**src/rtl/reg_file_sb_pkg.sv**
```systemverilog
// Processor-wide register file constants and types.
// Shared by the register file, its read ports and the decode stage.
package reg_file_sb_pkg;

    localparam int WIDTH = 16;
    localparam int NREGS = 16;
    localparam int AW    = 4;

    typedef logic [WIDTH-1:0] word_t;
    typedef logic [AW-1:0]    reg_addr_t;

endpackage

```
**src/rtl/reg_read_port.sv**
```systemverilog
// One synchronous read port: word select with same-edge write bypass,
// plus the post-update busy flag of the addressed register.
module reg_read_port
    import reg_file_sb_pkg::*;
(
    input  logic                        clk,
    input  logic                        reset,
    input  logic [NREGS-1:0][WIDTH-1:0] regs,
    input  logic [NREGS-1:0]            pending_nxt,
    input  reg_addr_t                   rd_addr,
    input  logic                        wr_en,
    input  reg_addr_t                   wr_addr,
    input  word_t                       wr_data,
    output word_t                       rd_data,
    output logic                        rd_busy
);

    word_t sel_data;
    logic  sel_busy;

    // A write landing on the same edge must be seen, not the stale array value.
    always_comb begin
        sel_data = regs[rd_addr];
        if (wr_en && (wr_addr == rd_addr)) begin
            sel_data = wr_data;
        end
        sel_busy = pending_nxt[rd_addr];
    end

    always_ff @(posedge clk or posedge reset) begin
        if (reset) begin
            rd_data <= '0;
            rd_busy <= 1'b0;
        end else begin
            rd_data <= sel_data;
            rd_busy <= sel_busy;
        end
    end

endmodule

```
**src/rtl/reg_file_sb.sv**
```systemverilog
// 16x16 register file with two bypassed read ports and a one-deep-per-register
// write scoreboard used by decode for RAW hazard detection.
module reg_file_sb
    import reg_file_sb_pkg::*;
(
    input  logic             clk,
    input  logic             reset,
    input  logic             wr_en,
    input  reg_addr_t        wr_addr,
    input  word_t            wr_data,
    input  logic             rsv_en,
    input  reg_addr_t        rsv_addr,
    input  reg_addr_t        rs_addr,
    input  reg_addr_t        rt_addr,
    output word_t            rs_data,
    output word_t            rt_data,
    output logic             rs_busy,
    output logic             rt_busy,
    output logic [NREGS-1:0] busy_vec,
    output logic             rsv_conflict
);

    logic [NREGS-1:0][WIDTH-1:0] regs;
    logic [NREGS-1:0]            pending;
    logic [NREGS-1:0]            pending_nxt;
    logic                        conflict_nxt;

    // Reserve is applied after the write-clear so a same-edge reservation wins.
    always_comb begin
        pending_nxt = pending;
        if (wr_en) begin
            pending_nxt[wr_addr] = 1'b0;
        end
        if (rsv_en) begin
            pending_nxt[rsv_addr] = 1'b1;
        end
        conflict_nxt = rsv_en && pending[rsv_addr] &&
                       !(wr_en && (wr_addr == rsv_addr));
    end

    always_ff @(posedge clk or posedge reset) begin
        if (reset) begin
            regs         <= '0;
            pending      <= '0;
            rsv_conflict <= 1'b0;
        end else begin
            if (wr_en) begin
                regs[wr_addr] <= wr_data;
            end
            pending      <= pending_nxt;
            rsv_conflict <= conflict_nxt;
        end
    end

    assign busy_vec = pending;

    reg_read_port u_port_rs (
        .clk         (clk),
        .reset       (reset),
        .regs        (regs),
        .pending_nxt (pending_nxt),
        .rd_addr     (rs_addr),
        .wr_en       (wr_en),
        .wr_addr     (wr_addr),
        .wr_data     (wr_data),
        .rd_data     (rs_data),
        .rd_busy     (rs_busy)
    );

    reg_read_port u_port_rt (
        .clk         (clk),
        .reset       (reset),
        .regs        (regs),
        .pending_nxt (pending_nxt),
        .rd_addr     (rt_addr),
        .wr_en       (wr_en),
        .wr_addr     (wr_addr),
        .wr_data     (wr_data),
        .rd_data     (rt_data),
        .rd_busy     (rt_busy)
    );

endmodule

```
**config.mk**
```make
export PLATFORM = sky130hd
export DESIGN_NAME = reg_file_sb
export DESIGN_NICKNAME = d
export VERILOG_FILES = /design/src/rtl/reg_file_sb_pkg.sv /design/src/rtl/reg_read_port.sv /design/src/rtl/reg_file_sb.sv
export SDC_FILE = /design/constraint.sdc
export NUM_CORES = 1
export LEC_CHECK = 0
export CORE_MARGIN = 8
export CORE_UTILIZATION = 45
export CTS_CLUSTER_SIZE = 14
export DETAILED_ROUTE_END_ITERATION = 7
export PLACE_DENSITY = 0.64
export SLEW_MARGIN = 20
export SYNTH_ARGS = -nofsm -noshare
export SYNTH_HDL_FRONTEND = slang
export SYNTH_HIERARCHICAL = 1
export SYNTH_SLANG_ARGS = --single-unit
```
**constraint.sdc**
```tcl
create_clock -name clk -period 12 [get_ports clk]
set_input_delay 3.6 -clock clk [delete_from_list [all_inputs] [get_ports clk]]
set_output_delay 3.6 -clock clk [all_outputs]
set_load 0.05 [all_outputs]
```
Word-level counts from Yosys, hierarchy flattened
Index checks and enable logic that the tools add are counted.
{"block": "totals", "inputBits": 36, "ff_bits": 307, "word_cells": 63, "out_inout_bits": 51}
{"block": "op_classes", "n_eq_ne": 3, "bitwise_logic": 3, "reduce_logical": 8, "mux": 21, "n_lt_le_gt_ge": 6}
{"op": "$bwmux 256", "n": 1}
{"op": "$bmux 16 s4", "n": 2}
{"op": "$mux 16", "n": 7}
{"op": "$demux 16 s4", "n": 1}
{"op": "$lt 4x5->1 const B", "n": 4}
{"op": "$and 16x16->16", "n": 1}
{"op": "$not 16->16", "n": 1}
{"op": "$or 16x16->16", "n": 1}
{"op": "$bmux 1 s4", "n": 3}
{"op": "$eq 4x4->1", "n": 3}
{"op": "$demux 1 s4", "n": 2}
{"op": "$ge 4x1->1 const B", "n": 2}
{"op": "$logic_and 1x1->1", "n": 7}
{"op": "$mux 1", "n": 5}
{"op": "$logic_not 1->1", "n": 1}

Depth between registers and ports, before layout
{"block": "logic_depth", "depth_word": 11, "depth_mapped": 9}

Cells and area by module
The synthesis kept the hierarchy.
{"mod": "reg_file_sb", "seq_area_each_um2": 6831.6, "instances": 1, "area_per_inst_um2": 10546.4, "cells_per_inst": 654}
{"mod": "reg_read_port", "seq_area_each_um2": 425.4, "instances": 2, "area_per_inst_um2": 2845.2, "cells_per_inst": 179}

Least setup slack after synthesis
Ideal clock, no wire load.
{"block": "synth_path", "path_kind": "input-to-reg", "start": "in wr_addr[3]", "end": "reg u_port_rs.rd_busy", "cell_stages": 9, "t_arrival_ns": 5.574, "setup_ns": 0.138, "setup_slack_ns": 6.288, "cell_sequence": "clkbuf_2 > nand2b_1 > buf_2 > nand2b_1 > buf_2 > buf_6 > a22o_1 > mux4_2 > mux4_2"}
{"block": "synth_between", "elab_chain_cells": 11, "word_cells_on_any_way": 12}
{"element": "start: declaration", "line_no": "reg_file_sb.sv:9", "rtl": "input reg_addr_t wr_addr,"}
{"element": "$lt 4x5->1 (not written as such) / $ge 4x1->1 (equally long branches)", "line_no": "reg_file_sb.sv:32", "rtl": "pending_nxt[wr_addr] = 1'b0;"}
{"element": "$logic_and 1x1->1 (not written as such)", "line_no": "reg_file_sb.sv:32"}
{"element": "$mux 1 (not written as such)", "line_no": "reg_file_sb.sv:32"}
{"element": "$demux 1 s4 (*)", "line_no": "reg_file_sb.sv:32"}
{"element": "$not 16->16 (no source line) (*)"}
{"element": "$and 16x16->16 (no source line) (*)"}
{"element": "$mux 16 (*)", "line_no": "reg_file_sb.sv:31", "rtl": "if (wr_en) begin"}
{"element": "$or 16x16->16 (no source line)"}
{"element": "$mux 16 (*)", "line_no": "reg_file_sb.sv:34", "rtl": "if (rsv_en) begin"}
{"element": "via pending_nxt[4]", "line_no": "reg_file_sb.sv:25", "rtl": "logic [NREGS-1:0] pending_nxt;"}
{"element": "$bmux 1 s4 (*)", "line_no": "reg_read_port.sv:27", "rtl": "sel_busy = pending_nxt[rd_addr];"}
{"element": "$mux 1 (not written as such) (*)", "line_no": "reg_read_port.sv:27"}
{"element": "via u_port_rs.sel_busy", "line_no": "reg_read_port.sv:19", "rtl": "logic sel_busy;"}
{"element": "end signal: assignment", "line_no": "reg_read_port.sv:36", "rtl": "rd_busy <= sel_busy;"}
{"element": "end: declaration", "line_no": "reg_read_port.sv:15", "rtl": "output logic rd_busy"}
Mark *: on every way through the listed nets, which the timed path passes. The rest lies on a longest branch. The select of a mux whose other input is x is not followed.
A chain may end at the register's enable or synchronous reset.

Worst setup path in the final report
{"block": "layout_path", "start": "in wr_en", "end": "reg u_port_rs.rd_busy"}
{"block": "layout_between", "elab_chain_cells": 5}
{"element": "start: declaration", "line_no": "reg_file_sb.sv:8", "rtl": "input logic wr_en,"}
{"element": "$mux 16 (*)", "line_no": "reg_file_sb.sv:31"}
{"element": "$or 16x16->16 (no source line)"}
{"element": "$mux 16 (*)", "line_no": "reg_file_sb.sv:34"}
{"element": "via pending_nxt[8]", "line_no": "reg_file_sb.sv:25"}
{"element": "$bmux 1 s4 (*)", "line_no": "reg_read_port.sv:27"}
{"element": "$mux 1 (not written as such) (*)", "line_no": "reg_read_port.sv:27"}
{"element": "via u_port_rs.sel_busy", "line_no": "reg_read_port.sv:19"}
Marked as above.

==> metrics.log <==
INFO  metric status = completed
INFO  metric ant_nets = 0
INFO  metric io_buffer_count = 86
INFO  metric clock_sink_count = 307
INFO  metric gr_util_all_layers = 20.2%
INFO  metric setup_viol = 0
INFO  metric skew = 0.0158 ns
INFO  metric layout.filler_cells = 3006
INFO  metric core_area = 35600 sq um
INFO  metric post-cts-setup-buffer-count = 0
INFO  metric synth.cell_area = 16200 sq um
INFO  metric die_width = 206 microns
INFO  metric synthFlopType = sky130_fd_sc_hd__dfrtp_1
INFO  metric finalPower = 3.47 mW
INFO  metric sequential_share_of_the_synthesized_area = 47.3%
INFO  metric worst_path_largest_cell_delay = 0.65 ns
INFO  metric clkLatencyLatePin = 0.52 ns
INFO  metric timing.setup.critical_path_class = input port to flip-flop
INFO  metric r2r-start = busy_vec[11]
INFO  metric slew_viol_final = 0
INFO  metric placementRows = 69
INFO  metric synth_seq_cells = 307
INFO  metric detailroute.wirelength.met2 = 19500 microns
INFO  metric start_util = 45.6%
INFO  metric global_route.overflow_total = 0
INFO  metric drt-total-wl = 41900 microns
INFO  metric route.top_layer_used = met4
INFO  metric cts-buffers-inserted = 36
INFO  metric sort_of_element_at_the_end_of_the_critical_path = flip-flop
INFO  metric grt_pass1_vias = 10.2k
INFO  metric synth_edf_count = 0
INFO  metric cts_buffer_depth = 3
INFO  metric wl_met3 = 2210 microns
INFO  metric flow.area_growth_from_synthesis = 13.6%
INFO  metric power_per_cell_area = 188 nW/um^2
INFO  metric synth_nets = 1048
INFO  metric routedWlPerCell = 27.0 microns
INFO  metric worst_setup_path_startpoint = wr_en
INFO  metric timing_worst_slew_pin_value = 1.05 ns
INFO  metric final.period_utilization = 51.9%
INFO  metric root_buffer = sky130_fd_sc_hd__clkbuf_16
INFO  metric hpwl = 23500 microns
INFO  metric post_cts.resized_instances = 0
INFO  metric required_time_of_the_critical_path = 12.38 ns
INFO  metric grt_first_pass_wirelength = 64600 microns
INFO  metric initial_antenna_violation_count = 0
INFO  metric drt-initial-drc-count = 620
INFO  metric cts_max_level = 2
INFO  metric netlist_instances = 1012
INFO  metric postLayoutSetupSlackWorst = 5.77 ns
INFO  metric ff2ff_path_depth = 4
INFO  metric rsz0062_at_grt = no
INFO  metric cts_tree = yes
INFO  metric timing_hold_violations_final = 0
INFO  metric detail_route.first_pass.iterations = 5
INFO  metric power_leakage = 7.68 nW
INFO  metric die_height = 206 microns
INFO  metric post_synth.cell_area_avg = 16.0 sq um
INFO  metric worst_hold_slack = 0.521 ns
INFO  metric stdcell_area = 18400 sq um
INFO  metric final_period_minus_worst_setup_slack = 6.23 ns
INFO  metric number_of_distinct_standard_cells_referenced_by_the_synthesized_netlist = 35
INFO  metric via_per_inst = 6.07
INFO  metric floorplan.io_pins = 87
INFO  metric critical_path.slowest_cell = sky130_fd_sc_hd__nand3b_2
INFO  metric register_clock_pin_slew_on_the_reported_worst_setup_and_hold_paths = 0.06 ns
INFO  metric final.setup.tns = 0 ns
INFO  metric num_antenna_cells = 0
INFO  metric timing.critical_path.arrival = 6.60 ns
INFO  metric cp_max_fo = 17
INFO  metric ys_async_sr_fraction = 100%
INFO  metric fp.dieArea = 42400 sq um
INFO  metric route.detailed.drc = 0
INFO  metric detail_route.wirelength.met1 = 19200 microns
INFO  metric place.gp.congestion = 0.840
INFO  metric vdd_drop_max = 0.000101 V
INFO  metric vias = 9431
INFO  metric max_slew_margin = 30.1%
INFO  metric crit_path_cell_trace = clkdlybuf4s50_1 -> nor3b_4 -> nand3b_2 -> a22o_1 -> mux4_2 -> mux4_2
INFO  metric placed_area = 17300 sq um
INFO  metric fmax = 161 MHz
INFO  metric layout-drive-gt1-share = 48.7%
INFO  metric hold_start = regs[120]
INFO  metric worstHoldPathType = flip-flop to flip-flop
INFO  metric max_cap_violations = 0
INFO  metric final_net_count = 1104
INFO  metric post_cts_hold_buffer_count = 0
INFO  metric hold-path-cell-count = 1
INFO  metric grt_start_max_net_pins = 84
INFO  metric synthesis.yosys.warnings = 6
INFO  metric worst_path_most_repeated_cell = sky130_fd_sc_hd__mux4_2
INFO  metric start_kind = input port
INFO  metric dp_worst_setup_slack = 5.03 ns
==> registers in the layout, summed over array words and instances, names as in the netlist <==
name,flops
u_port_rs/rd_data,16
u_port_rt/rd_data,16
u_port_rt/rd_busy,1
rsv_conflict,1
regs,256
busy_vec,16
u_port_rs/rd_busy,1
==> worst max-delay path, delay by kind of cell <==
family                 cells  cell delay, ns
AO/OA/AOI/OAI              1            0.45
buffers and inverters      1            0.64
multiplexers               2            0.94
AND/OR/NAND/NOR            2            0.98
==> layer usage <==
metal	track usage [%]	up-vias
li1	-	4021
met1	28.8	5104
met2	31.7	247
met3	3.56	59
met4	5.58	0
met5	0	-
==> area by class of cell <==
class	instances	area [sq um]	share of cell area (%)
clock buffers	48	996	5.40
clock inverters	14	139	0.753
inverters	4	22.5	0.122
multi-input cells	613	8040	43.6
flip-flops and latches	307	7680	41.7
well taps	461	577	3.13
repair buffers	106	980	5.31
==> placed cells by master, fill, tap and decap left out, types with 2 or more instances in the layout <==
| master | netlist | final |
|---|---|---|
| sky130_fd_sc_hd__a22o_1 | 3 | 3 |
| sky130_fd_sc_hd__buf_2 | 32 | 5 |
| sky130_fd_sc_hd__buf_4 | 14 | 21 |
| sky130_fd_sc_hd__bufinv_16 | 0 | 2 |
| sky130_fd_sc_hd__clkbuf_1 | 21 | 7 |
| sky130_fd_sc_hd__clkbuf_16 | 0 | 36 |
| sky130_fd_sc_hd__clkbuf_8 | 0 | 5 |
| sky130_fd_sc_hd__clkdlybuf4s50_1 | 0 | 78 |
| sky130_fd_sc_hd__clkinv_2 | 0 | 9 |
| sky130_fd_sc_hd__dfrtp_1 | 307 | 307 |
| sky130_fd_sc_hd__inv_1 | 4 | 3 |
| sky130_fd_sc_hd__mux2_2 | 288 | 288 |
| sky130_fd_sc_hd__mux2i_1 | 96 | 96 |
| sky130_fd_sc_hd__mux4_2 | 142 | 142 |
| sky130_fd_sc_hd__nand2_1 | 9 | 9 |
| sky130_fd_sc_hd__nand2b_1 | 10 | 10 |
| sky130_fd_sc_hd__nand3_1 | 3 | 3 |
| sky130_fd_sc_hd__nand3b_1 | 2 | 2 |
| sky130_fd_sc_hd__nand3b_2 | 3 | 3 |
| sky130_fd_sc_hd__nor2_1 | 2 | 2 |
| sky130_fd_sc_hd__nor2_2 | 9 | 2 |
| sky130_fd_sc_hd__nor2_4 | 0 | 7 |
| sky130_fd_sc_hd__nor2b_1 | 2 | 2 |
| sky130_fd_sc_hd__nor4_4 | 2 | 2 |
| sky130_fd_sc_hd__o21ai_0 | 18 | 18 |
| sky130_fd_sc_hd__o31ai_1 | 3 | 3 |
| sky130_fd_sc_hd__xnor2_1 | 3 | 3 |
| sky130_fd_sc_hd__xor2_1 | 9 | 9 |
==> synthesized netlist by cell type, types with 3 or more instances <==
cell,instances,area share (%)
sky130_fd_sc_hd__buf_2,32,0.99
sky130_fd_sc_hd__nand2_1,9,0.21
sky130_fd_sc_hd__o21ai_0,18,0.55
sky130_fd_sc_hd__a22o_1,3,0.16
sky130_fd_sc_hd__buf_12,4,0.49
sky130_fd_sc_hd__o31ai_1,3,0.14
sky130_fd_sc_hd__nand3_1,3,0.092
sky130_fd_sc_hd__nand2b_1,10,0.39
sky130_fd_sc_hd__buf_4,14,0.65
sky130_fd_sc_hd__mux2_2,288,20
sky130_fd_sc_hd__mux4_2,142,20
sky130_fd_sc_hd__nor2_2,9,0.35
sky130_fd_sc_hd__inv_1,4,0.092
sky130_fd_sc_hd__xor2_1,9,0.49
sky130_fd_sc_hd__buf_6,6,0.42
sky130_fd_sc_hd__mux2i_1,96,5.9
sky130_fd_sc_hd__clkbuf_1,21,0.49
sky130_fd_sc_hd__nand3b_2,3,0.21
sky130_fd_sc_hd__buf_1,10,0.23
sky130_fd_sc_hd__dfrtp_1,307,47
sky130_fd_sc_hd__xnor2_1,3,0.16
==> power by group <==
group	total [mW]	switching [mW]	internal (mW)
registers	1.45	0.166	1.29
clock network	1.05	0.427	0.627
logic	0.962	0.448	0.514
==> cell families (layout without fill, tap and decap cells) <==
kind of cell,after synthesis,count (layout),synth area share [%]
AOI/OAI and AO/OA,28,28,1.05
xor gates and xnor gates,12,12,0.647
buffers and inverters,92,172,3.38
DFF,307,307,47.3
muxes,526,526,45.6
and+or+nand+nor,47,47,2.02
==> metrics by stage <==
| step | std cells | util, % |
|---|---|---|
| after floorplan | 1012 | - |
| after global placement | 1491 | 48.6 |
| after detailed placement | 1491 | 48.6 |
| after CTS | 1553 | 51.8 |
| after global routing | 1553 | 51.8 |
| final | 1553 | 51.8 |
==> path summary, 6_finish.rpt <==
check | end | slack [ns]
min in group asynchronous | regs[4] | 3.63
min | regs[120] | 0.52
min reg2reg | regs[120] | 0.52
max in group asynchronous | regs[150] | 7.04
max | u_port_rs/rd_busy | 5.77
max reg2reg | u_port_rs/rd_busy | 10.16
(Power assumes the default switching activity.)
